===== src/rtl/logic_unit_pipe.sv =====
// logic_unit_pipe: pipelined bitwise logic unit with per-beat op select and
// an accumulate mode that folds a multi-beat stream of operand a into one
// result. Valid/ready on both sides, single registered output stage.
module logic_unit_pipe #(
  parameter int unsigned WIDTH = 16,
  parameter int unsigned CNT_W = 8
) (
  input  logic             clk,
  input  logic             rst_n,
  input  logic             in_valid,
  output logic             in_ready,
  input  logic [WIDTH-1:0] a,
  input  logic [WIDTH-1:0] b,
  input  logic [2:0]       op,
  input  logic             acc,
  input  logic             last,
  output logic             out_valid,
  input  logic             out_ready,
  output logic [WIDTH-1:0] out,
  output logic             out_zero,
  output logic [CNT_W-1:0] out_beats
);

  localparam logic [CNT_W-1:0] CNT_MAX = '1;
  localparam logic [CNT_W-1:0] CNT_ONE = CNT_W'(1);

  // Pure per-lane bitwise op; no carry, no width extension.
  function automatic logic [WIDTH-1:0] bitop(input logic [2:0] sel,
                                             input logic [WIDTH-1:0] x,
                                             input logic [WIDTH-1:0] y);
    logic [WIDTH-1:0] r;
    case (sel)
      3'd0:    r = x & y;
      3'd1:    r = x | y;
      3'd2:    r = x ^ y;
      3'd3:    r = ~(x & y);
      3'd4:    r = ~(x | y);
      3'd5:    r = ~(x ^ y);
      3'd6:    r = ~x;
      default: r = x;
    endcase
    return r;
  endfunction

  logic [WIDTH-1:0] acc_reg;
  logic             in_burst;
  logic [CNT_W-1:0] beat_cnt;

  logic             accept;
  logic             acc_beat;
  logic             emit;
  logic [CNT_W-1:0] cnt_upd;
  logic [WIDTH-1:0] fold;
  logic [WIDTH-1:0] result;
  logic [CNT_W-1:0] result_beats;

  // Upstream may push whenever the output slot is empty or draining this cycle.
  assign in_ready = !out_valid || out_ready;

  // Beat classification, fold value and saturating beat count.
  always_comb begin
    accept       = in_valid && in_ready;
    acc_beat     = acc && (op <= 3'd2);
    emit         = accept && (!acc_beat || last);
    cnt_upd      = in_burst ? ((beat_cnt == CNT_MAX) ? beat_cnt : beat_cnt + CNT_ONE)
                            : CNT_ONE;
    fold         = in_burst ? bitop(op, acc_reg, a) : a;
    result       = acc_beat ? fold : bitop(op, a, b);
    result_beats = acc_beat ? cnt_upd : CNT_ONE;
  end

  // Output stage: load on an emitting beat, hold under backpressure, else drain.
  always_ff @(posedge clk or negedge rst_n) begin
    if (!rst_n) begin
      out_valid <= 1'b0;
      out       <= '0;
      out_zero  <= 1'b0;
      out_beats <= '0;
    end else if (emit) begin
      out_valid <= 1'b1;
      out       <= result;
      out_zero  <= (result == '0);
      out_beats <= result_beats;
    end else if (out_ready) begin
      out_valid <= 1'b0;
    end
  end

  // Burst state advances only on legal accumulate beats; others leave it alone.
  always_ff @(posedge clk or negedge rst_n) begin
    if (!rst_n) begin
      acc_reg  <= '0;
      in_burst <= 1'b0;
      beat_cnt <= '0;
    end else if (accept && acc_beat) begin
      acc_reg <= fold;
      if (last) begin
        in_burst <= 1'b0;
        beat_cnt <= '0;
      end else begin
        in_burst <= 1'b1;
        beat_cnt <= cnt_upd;
      end
    end
  end

endmodule


===== config.mk =====
export PLATFORM = sky130hd
export DESIGN_NAME = logic_unit_pipe
export DESIGN_NICKNAME = d
export VERILOG_FILES = /design/src/rtl/logic_unit_pipe.sv
export SDC_FILE = /design/constraint.sdc
export NUM_CORES = 1
export LEC_CHECK = 0
export CAP_MARGIN = 15
export CORE_MARGIN = 2
export CORE_UTILIZATION = 45
export CTS_CLUSTER_SIZE = 12
export DETAILED_ROUTE_END_ITERATION = 8
export GPL_TIMING_DRIVEN = 1
export PLACE_DENSITY = 0.74
export SYNTH_ARGS = -nofsm -noshare
export SYNTH_HDL_FRONTEND = slang
export SYNTH_SLANG_ARGS = --single-unit

===== constraint.sdc =====
create_clock -name clk -period 3.25 [get_ports clk]
set_input_delay 0.325 -clock clk [delete_from_list [all_inputs] [get_ports clk]]
set_output_delay 0.325 -clock clk [all_outputs]
set_load 0.005 [all_outputs]

# ---- Yosys cells after proc, flatten, opt, wreduce, memory -nomap -nowiden
# Cells that the tools add are included.
dict set report classes {
  n_lt_le_gt_ge 1
  n_mux 11
  n_bitwise 14
  n_addsub 1
  eq_ne 7
  n_reduce_logical 11
}
# cell n
set ops {}
lappend ops {{one-hot mux 16 bit (7 select lines)} 2}
lappend ops {{inverter 16 bit} 8}
lappend ops {{bitwise AND 16 bit} 2}
lappend ops {{2-to-1 mux 16 bit} 2}
lappend ops {{2-to-1 mux 8 bit} 4}
lappend ops {{bitwise OR 16 bit} 2}
lappend ops {{bitwise XOR 16 bit} 2}
lappend ops {{zero test 16 bit} 1}
lappend ops {{equality test 3 bit (second input constant)} 3}
lappend ops {{adder 8 x 1 -> 8 bit (second input constant)} 1}
lappend ops {{equality test 8 bit (second input constant)} 1}
lappend ops {{equality test 3 x 2 -> 1 bit (second input constant)} 2}
lappend ops {{logical AND 1 bit} 4}
lappend ops {{equality test 3 x 1 -> 1 bit (second input constant)} 1}
lappend ops {{<= comparator 3 x 2 -> 1 bit (second input constant)} 1}
lappend ops {{zero test 3 bit} 1}
lappend ops {{2-to-1 mux 1 bit} 3}
lappend ops {{zero test 1 bit} 2}
lappend ops {{logical OR 1 bit} 2}
lappend ops {{nonzero test 2 bit} 1}
dict set report word_totals {
  in_bits 41
  out_inout_bits 27
  word_cells 52
  reg_bits 51
}

# ---- Logic depth before layout (Yosys ltp)
# Gate-level depths: netlist of the first run.
dict set report depth {
  depth_word 6
  depth_mapped 12
  ltp_nobuf 9
}

# ---- Worst setup path after synthesis of the first run
# No wires, ideal clock.
dict set report synth_path {
  path_kind {register -> register}
  from {reg acc_reg[14]}
  to {reg out_zero}
  path_slack_ps 913
  stages_incl_launch_ff 10
  setup_time_ps 92
  n_path_buf 0
  t_required_ps 3158
  period_less_slack_ps 2337
  t_arrival_ps 2245
  path_cell_list {dfrtp_1 inv_1 ha_1 inv_1 a21oi_2 a211o_1 a221oi_2 o211ai_1 or4_4 o31ai_2}
}
dict set report synth_via {
  elab_chain_len 6
  word_cells_on_any_way 11
}
# item line_no
set synth_lines {}
lappend synth_lines {{start: declaration} 45} ;# logic [WIDTH-1:0] acc_reg;
lappend synth_lines {{start signal: assignment} 96} ;# acc_reg <= fold;
lappend synth_lines {{bitwise XOR 16 bit, or another cell as far along} {35, 38}}
lappend synth_lines {{inverter 16 bit (on tied branches)} {38, 36, 37}}
lappend synth_lines {{one-hot mux 16 bit (7 select lines) (*)} 32} ;# case (sel)
lappend synth_lines {{2-to-1 mux 16 bit (*)} 67} ;# fold = in_burst ? bitop(op, acc_reg, a) : a;
lappend synth_lines {{2-to-1 mux 16 bit (*)} 68} ;# result = acc_beat ? fold : bitop(op, a, b);
lappend synth_lines {{zero test 16 bit (*)} 82} ;# out_zero <= (result == '0);
lappend synth_lines {{end signal: assignment} 82}
lappend synth_lines {{end: declaration} 20} ;# output logic out_zero,
# Mark *: on every way between the ends. The rest lies on a longest branch, timed or not.
# A chain may end at the register's enable or synchronous reset.

# ---- Final worst setup path of the first run
dict set report layout_path {
  from {in acc}
  to {reg out_zero}
}
dict set report layout_via {
  elab_chain_len 4
  word_cells_on_any_way 6
}
# item line_no
set layout_lines {}
lappend layout_lines {{start: declaration} 15} ;# input logic acc,
lappend layout_lines {{logical AND 1 bit (*)} 63} ;# acc_beat = acc && (op <= 3'd2);
lappend layout_lines {{branches (longest 3 deep; another with 2-to-1 mux 16 bit)} n/a}
# Mark *: on every way between the ends.

==> results of run 1 <==
-- report_power, final --
part	internal (mW)	switching (mW)
registers	0.765	0.132
logic	0.612	0.673
clock network	0.294	0.277
-- worst min-delay path, cell delays in order, from the launching register on --
cell and delay, ns:
dfrtp_1 0.35, nand2_1 0.05, nand2_1 0.05
-- cells by family (layout without fill, tap and decap cells) --
logic type / Yosys count / in the layout / synth area share
AO/OA/AOI/OAI: 251 / 251 / 0.287
buffers and inverters: 113 / 167 / 0.0857
adder cells (fa/ha/maj): 65 / 65 / 0.139
XOR/XNOR: 10 / 10 / 0.0150
multiplexers: 29 / 29 / 0.0594
flip-flops: 51 / 51 / 0.218
AND/OR/NAND/NOR: 233 / 233 / 0.196
-- per-stage QoR --
| stage | instances | hold slack [ns] |
|---|---|---|
| after global routing | 978 | 0.500 |
| after floorplan | 752 | 0.0294 |
| after detailed placement | 969 | 0.320 |
| after CTS | 978 | 0.481 |
| after global placement | 969 | 0.316 |
| final | 978 | 0.478 |
-- cells in the mapped netlist (5+ instances only) --
master / number
inv_1: 56
nand2_1: 71
ha_1: 65
nor3_1: 8
or2_2: 5
clkbuf_1: 21
nand4_1: 5
or3_1: 8
o211ai_1: 22
mux2_2: 12
dfrtp_1: 51
o221ai_1: 6
o22ai_1: 17
nand3_1: 14
nand2b_1: 34
a211oi_1: 19
a21oi_1: 46
xor2_1: 6
nor2b_1: 20
nor2_1: 51
a32o_1: 8
o32ai_1: 5
mux2i_1: 13
a31oi_1: 9
buf_2: 23
a22oi_1: 6
o21ai_0: 62
-- layout make-up --
cell class | count | area (µm²)
Clock buffer | 5 | 125
Clock inverter | 3 | 26.3
Fill cell | 1245 | 5810
Inverter | 58 | 218
Multi-Input combinational cell | 588 | 4070
Sequential cell | 51 | 1280
Tap cell | 172 | 215
Timing Repair Buffer | 101 | 923
-- worst paths after layout --
path | end | depth (start not counted) | startpoint
worst min register to register | out[15] | 2 | out[15]
worst max-delay path | out_zero | 8 | acc
worst min-delay path | out[15] | 2 | out[15]
min in group asynchronous | out[5] | 2 | rst_n
worst max register to register | out_zero | 9 | acc_reg[14]
max in group asynchronous | out[9] | 3 | rst_n
-- per-layer routing --
layer,part of all wire,global-route usage
met5,0,0
met4,0.037,0.108
met3,0.055,0.0247
met2,0.46,0.404
met1,0.45,0.326
==> results.md, run 1 <==
- Setup bufs post-CTS: 0
- Gp weighted congestion: ~0.95
- CP arrival: 2.90 ns
- Clk pin slew, worst setup/hold paths: 0.08 ns
- Synth cell types: between 70 and 80
- Final setup viols: 0
- Share of cells above drive strength 1: 0.0968
- CP Cell Sequence: clkdlybuf4s50_1, a21bo_2, nor2_1, buf_4, a211oi_1, a21o_1, or3_1, o31ai_2
- Power per cell area: ~400 nW/µm²
- Cell area after placement: between 6000 and 7000 µm²
- Router iterations before antenna repair: 5
- Post-Synthesis Cells: about 750
- Part of the cycle the worst path needs: 0.830
- CP max FO: 8
- Initial antenna violation count: 0
- Die Area: between 10000 and 15000 µm²
- PostCTS Resize Cnt: 0
- Final Power: ~2.8 mW
- Final Cell Area: roughly 6900 µm²
- Top post-synthesis cells by area: dfrtp_1 22%, ha_1 14%, o21ai_0 5.3%, nand2_1 4.6%, a21oi_1 3.9%
- Layout Utilization: 0.541
- DRT iter0 DRCs: 524
- Mapped Nets: approximately 860
- Num rows: a little over 40
- Register area share after synthesis: 0.218
- Global-route total usage across every layer: 0.245
- Num Clock Sinks: just over 50
- Worst skew pair latency: around 0.30 ns
- Number of synthesis warnings: 0
- Fmax: between 0.3 and 0.4 GHz
- Place WS: 0.247 ns
- Status: finished clean
- EDFF count, synth: 0
- Max stage delay cell, worst path: clkdlybuf4s50_1
- Antenna Nets Post-Route: 0
- Wirelength per Cell: ~17 µm
- Initial Utilization: 0.462
- Root Buffer Master: clkbuf_16
- Crit path required time: around 3.5 ns
- Seq cells post-synth: 51
- Num ports: between 60 and 70
- Crit path time final: ~2.7 ns
- Critical path's largest stage delay: ~0.64 ns
- Syn Std Cell Area: between 5000 and 6000 µm²
- Clock skew: about 0.0056 ns
- Setup TNS Final: 0 ns
- Area grow syn2layout: 17.2%
- # nets final: 911
- CP Class: in -> reg
- CP Launch Type: input pin
- Drt via density: between 5 and 6
- Hold Buf Count CTS: 1
- Yosys top cell area share: 0.218
- Total CTS buffers: 5
- Routed via count: just under 6000
- Setup ws final: about 0.55 ns
- Hold Crit Class: reg -> reg
- CTS tree: yes
- Most frequent cells in the layout: 71 x nand2_1, 65 x ha_1, 63 x clkdlybuf4s50_1
- Peak supply drop: between 0.2 and 0.25 mV
- Async set or reset register ratio after synthesis: 1.00
- Critical path buffers and inverters: 2
- Largest net degree at the start of global routing: 52
- Final hold violations: 0
- Die height: 118 µm
- First-pass GRT wire length: between 20 and 30 mm
- Primary FF master, synth: dfrtp_1
- Top delay family on crit path: simple AND/OR/NAND/NOR gates
- Relative slew margins: 0.516
- Most common cell after layout, fill and taps aside: nand2_1
- Max Transition Viols Final: 0
- Syn Area/Cell: approximately 8 µm²
- DRC violations left: 0
- Core area: ~13000 µm²
- GRT overflow: 0
- Max-Cap Viols: 0
- WL final: about 17 mm
- Pleak: roughly 3.0 nW
- Port buffer count: 67
- DP Wirelength: roughly 12 mm
- Die width: between 100 and 150 µm
- CP endpoint kind: flop
- R2R setup slack: approximately 0.74 ns
- Largest area contributor in the netlist: dfrtp_1
- Number of diodes: 0
- RSZ-0062 raised after global routing: no
- Slew @ Worst Pin: 0.723 ns
- H-tree depth: 2
- CTS Buffer Depth: 2
- Vias in the first global route: around 5600
Note: power is estimated with default switching activity, not from simulation.
==> run 2, diff against run 1 <==
--- a/config.mk
+++ b/config.mk
@@ -11,7 +11,7 @@
 export CTS_CLUSTER_SIZE = 12
 export DETAILED_ROUTE_END_ITERATION = 8
 export GPL_TIMING_DRIVEN = 1
-export PLACE_DENSITY = 0.74
+export PLACE_DENSITY = 0.77
 export SYNTH_ARGS = -nofsm -noshare
 export SYNTH_HDL_FRONTEND = slang
 export SYNTH_SLANG_ARGS = --single-unit
==> constraint.sdc (replaced) <==
create_clock -name clk -period 2.25 [get_ports clk]
set_input_delay 0.225 -clock clk [delete_from_list [all_inputs] [get_ports clk]]
set_output_delay 0.225 -clock clk [all_outputs]
set_load 0.005 [all_outputs]
==> results.md, run 2 (synthesis gave the netlist of run 1 again) <==
- Seq pwr share: 0.283 (-0.043)
- Setup ws final: -0.123 ns (-0.676 ns)
- Int Power: 2.85 mW (+70%)
- Root Buffer Master: clkbuf_16
- Most frequent cells in the layout: 136 x buf_4, 71 x nand2_1, 62 x ha_1
- Max Transition Viols Final: 0 (unchanged)
- RSZ-0062 raised after global routing: yes
- Number of diodes: 0 (unchanged)
- CTS tree: yes
- Met1 GRT Util: 0.330 (+0.00362)
- Max-Cap Viols: 0 (unchanged)
- First-pass GRT wire length: 29.5 mm (+4.4%)
- Violations in the final reports: setup timing
- Vias in the first global route: 5976 (+7.1%)
- Final hold violations: 0 (unchanged)
- Num ports: 68 (unchanged)
- Die height: 118 µm (unchanged)
- Antenna Nets Post-Route: 0 (unchanged)
- CP Class: reg -> reg
- Routed via count: 6281 (+7.9%)
- Sw Share: 0.364 (-0.0291)
- Status: complete, but fails checks
- Largest net degree at the start of global routing: 35 (-33%)
- Worst skew pair latency: 0.29 ns (about the same)
- Relative slew margins: 0.584 (+0.0673)
- Part of the cycle the worst path needs: 1.05
- Total CTS buffers: 5 (unchanged)
- Initial antenna violation count: 0 (unchanged)
- Area of the multi-input gates: 4130 µm² (+1.4%)
- Place WS: -0.560 ns (-0.807 ns)
- Num Clock Sinks: 51 (unchanged)
- Final setup viols: 1 (+1)
- Crit path required time: 2.46 ns (-1.00 ns)
- DP Wirelength: 13.5 mm (+10%)
- Peak supply drop: 0.418 mV (+80%)
- # fillers: 1071 (-14%)
- Initial Utilization: 0.462 (unchanged)
- Pleak: 3.61 nW (+21%)
- Power per cell area: 566 nW/µm² (+41%)
- Setup TNS Final: -0.123 ns (-0.123 ns)
- Core area: 12700 µm² (unchanged)
- WL final: 17.8 mm (+5.9%)
- GR Layer Usage met2: 0.437 (+0.0327)
- Drt via density: 5.76 (-3.2%)
- H-tree depth: 2 (unchanged)
- Fmax: 0.421 GHz
- Share of cells above drive strength 1: 0.221 (+0.124)
- Clk pin slew, worst setup/hold paths: 0.07 ns (about the same)
- Crit path time final: roughly 2.4 ns
- Die Area: 13900 µm² (unchanged)
- CP endpoint kind: flop
- Register area: 1280 µm² (unchanged)
- DRT iter0 DRCs: 571 (+9.0%)
- Combinational Power Share: 0.509 (+0.042)
- Most common cell after layout, fill and taps aside: buf_4
- Num rows: 41 (unchanged)
- Hold Crit Class: in -> async
- Global-route total usage across every layer: 0.253 (+0.00804)
- Met3 Resource Use GR: 0.0257 (+0.000969)
- Slew @ Worst Pin: 0.625 ns (-0.0983 ns)
- Net load switching power: 1.63 mW (+51%)
- CP arrival: 2.58 ns (-0.32 ns)
- CTS Buffer Depth: 2 (unchanged)
- Gp weighted congestion: 0.981 (+3.4%)
- CP max FO: 2 (-6)
- Clock skew: 0.00609 ns (+0.000450 ns)
- GRT overflow: 0 (unchanged)
- # nets final: 1024 (+12%)
- Router iterations before antenna repair: 7 (+2)
- CP Launch Type: flop
- Die width: 118 µm (unchanged)
- Wirelength per Cell: 16.3 µm (-5.0%)
- Area grow syn2layout: 35.2%
- Port buffer count: 67 (unchanged)
- DRC violations left: 0 (unchanged)
- Clock power share: 0.207 (about the same)
- GRT Max-Usage Layer: met2
- R2R depth: 9 (unchanged)
[run 2: cell types whose count changed in the layout (fill, tap and decap cells not counted), sizes merged]
| cell | previous run | this run |
|---|---|---|
| dlymetal6s2s | 0 | 2 |
| buf | 37 | 150 |
| bufinv | 0 | 1 |
| clkbuf | 5 | 6 |
| inv | 60 | 59 |
| clkinv | 1 | 0 |
| clkdlybuf4s50 | 63 | 60 |
| dlygate4sd2 | 0 | 1 |
[run 2: per-stage QoR]
step | hold slack (ns) | std cells | total power [mW] | area, µm² | utilization
4_1_cts | 0.480 | 1085 | 4.44 | 7820 | 0.617
3_3_place_gp | 0.271 | 1074 | 3.41 | 7600 | 0.600
3_5_place_dp | 0.271 | 1074 | 3.47 | 7600 | 0.600
2_1_floorplan | -0.0706 | 752 | 2.51 | 5850 | -
6_report | 0.477 | 1091 | 4.48 | 7910 | 0.624
5_1_grt | 0.509 | 1091 | 4.79 | 7910 | 0.624
[run 2: path summary, 6_finish.rpt]
path | start | end | slack [ns]
min in group clk | out[10] | out[10] | 0.48
max in group asynchronous | rst_n | out_zero | 1.21
worst min-delay path | rst_n | beat_cnt[7] | 0.48
worst min register to register | out[10] | out[10] | 0.48
worst max register to register | acc_reg[14] | out_zero | -0.12
worst max-delay path | acc_reg[14] | out_zero | -0.12
[run 2: area by class of cell]
cell class | count | share of cell area
inverter | 58 | 0.0275
multi-input combinational | 588 | 0.522
clock buffer | 6 | 0.0176
tap | 172 | 0.0272
sequential | 51 | 0.161
timing repair buffer | 214 | 0.239
clock inverter | 2 | 0.00490
[run 2: worst max-delay path: stages, from the launching register on]
cell,delay (ns)
dfrtp_1,0.39
inv_2,0.08
ha_4,0.20
inv_2,0.05
a21oi_2,0.04
a211o_1,0.26
a221oi_2,0.32
o211ai_1,0.16
or4_4,0.56
o31ai_4,0.21
[run 2: metal layers]
layer	up-vias	share of wire
met1	2945	0.42
met4	0	0.034
li1	3053	-
met3	44	0.061
met2	239	0.48
met5	-	0
[run 2: repair_timing]
action / in CTS / in global routing
hold buffers: 1 / 0
setup endpoints to repair: 1 / 9
pin swaps: 4 / 14
resized for setup: 8 / 12
hold endpoints to repair: 25 / 0
buffers inserted: 2 / 6
[run 2: power groups by stage]
stage                     registers, mW  clock network (mW)  logic (mW)
after global placement             1.27                   0        2.14
after detailed placement           1.28                   0        2.20
final                              1.27               0.927        2.28
after CTS                          1.26               0.941        2.24
after global routing               1.29               0.975        2.52
after floorplan                    1.26                   0        1.26
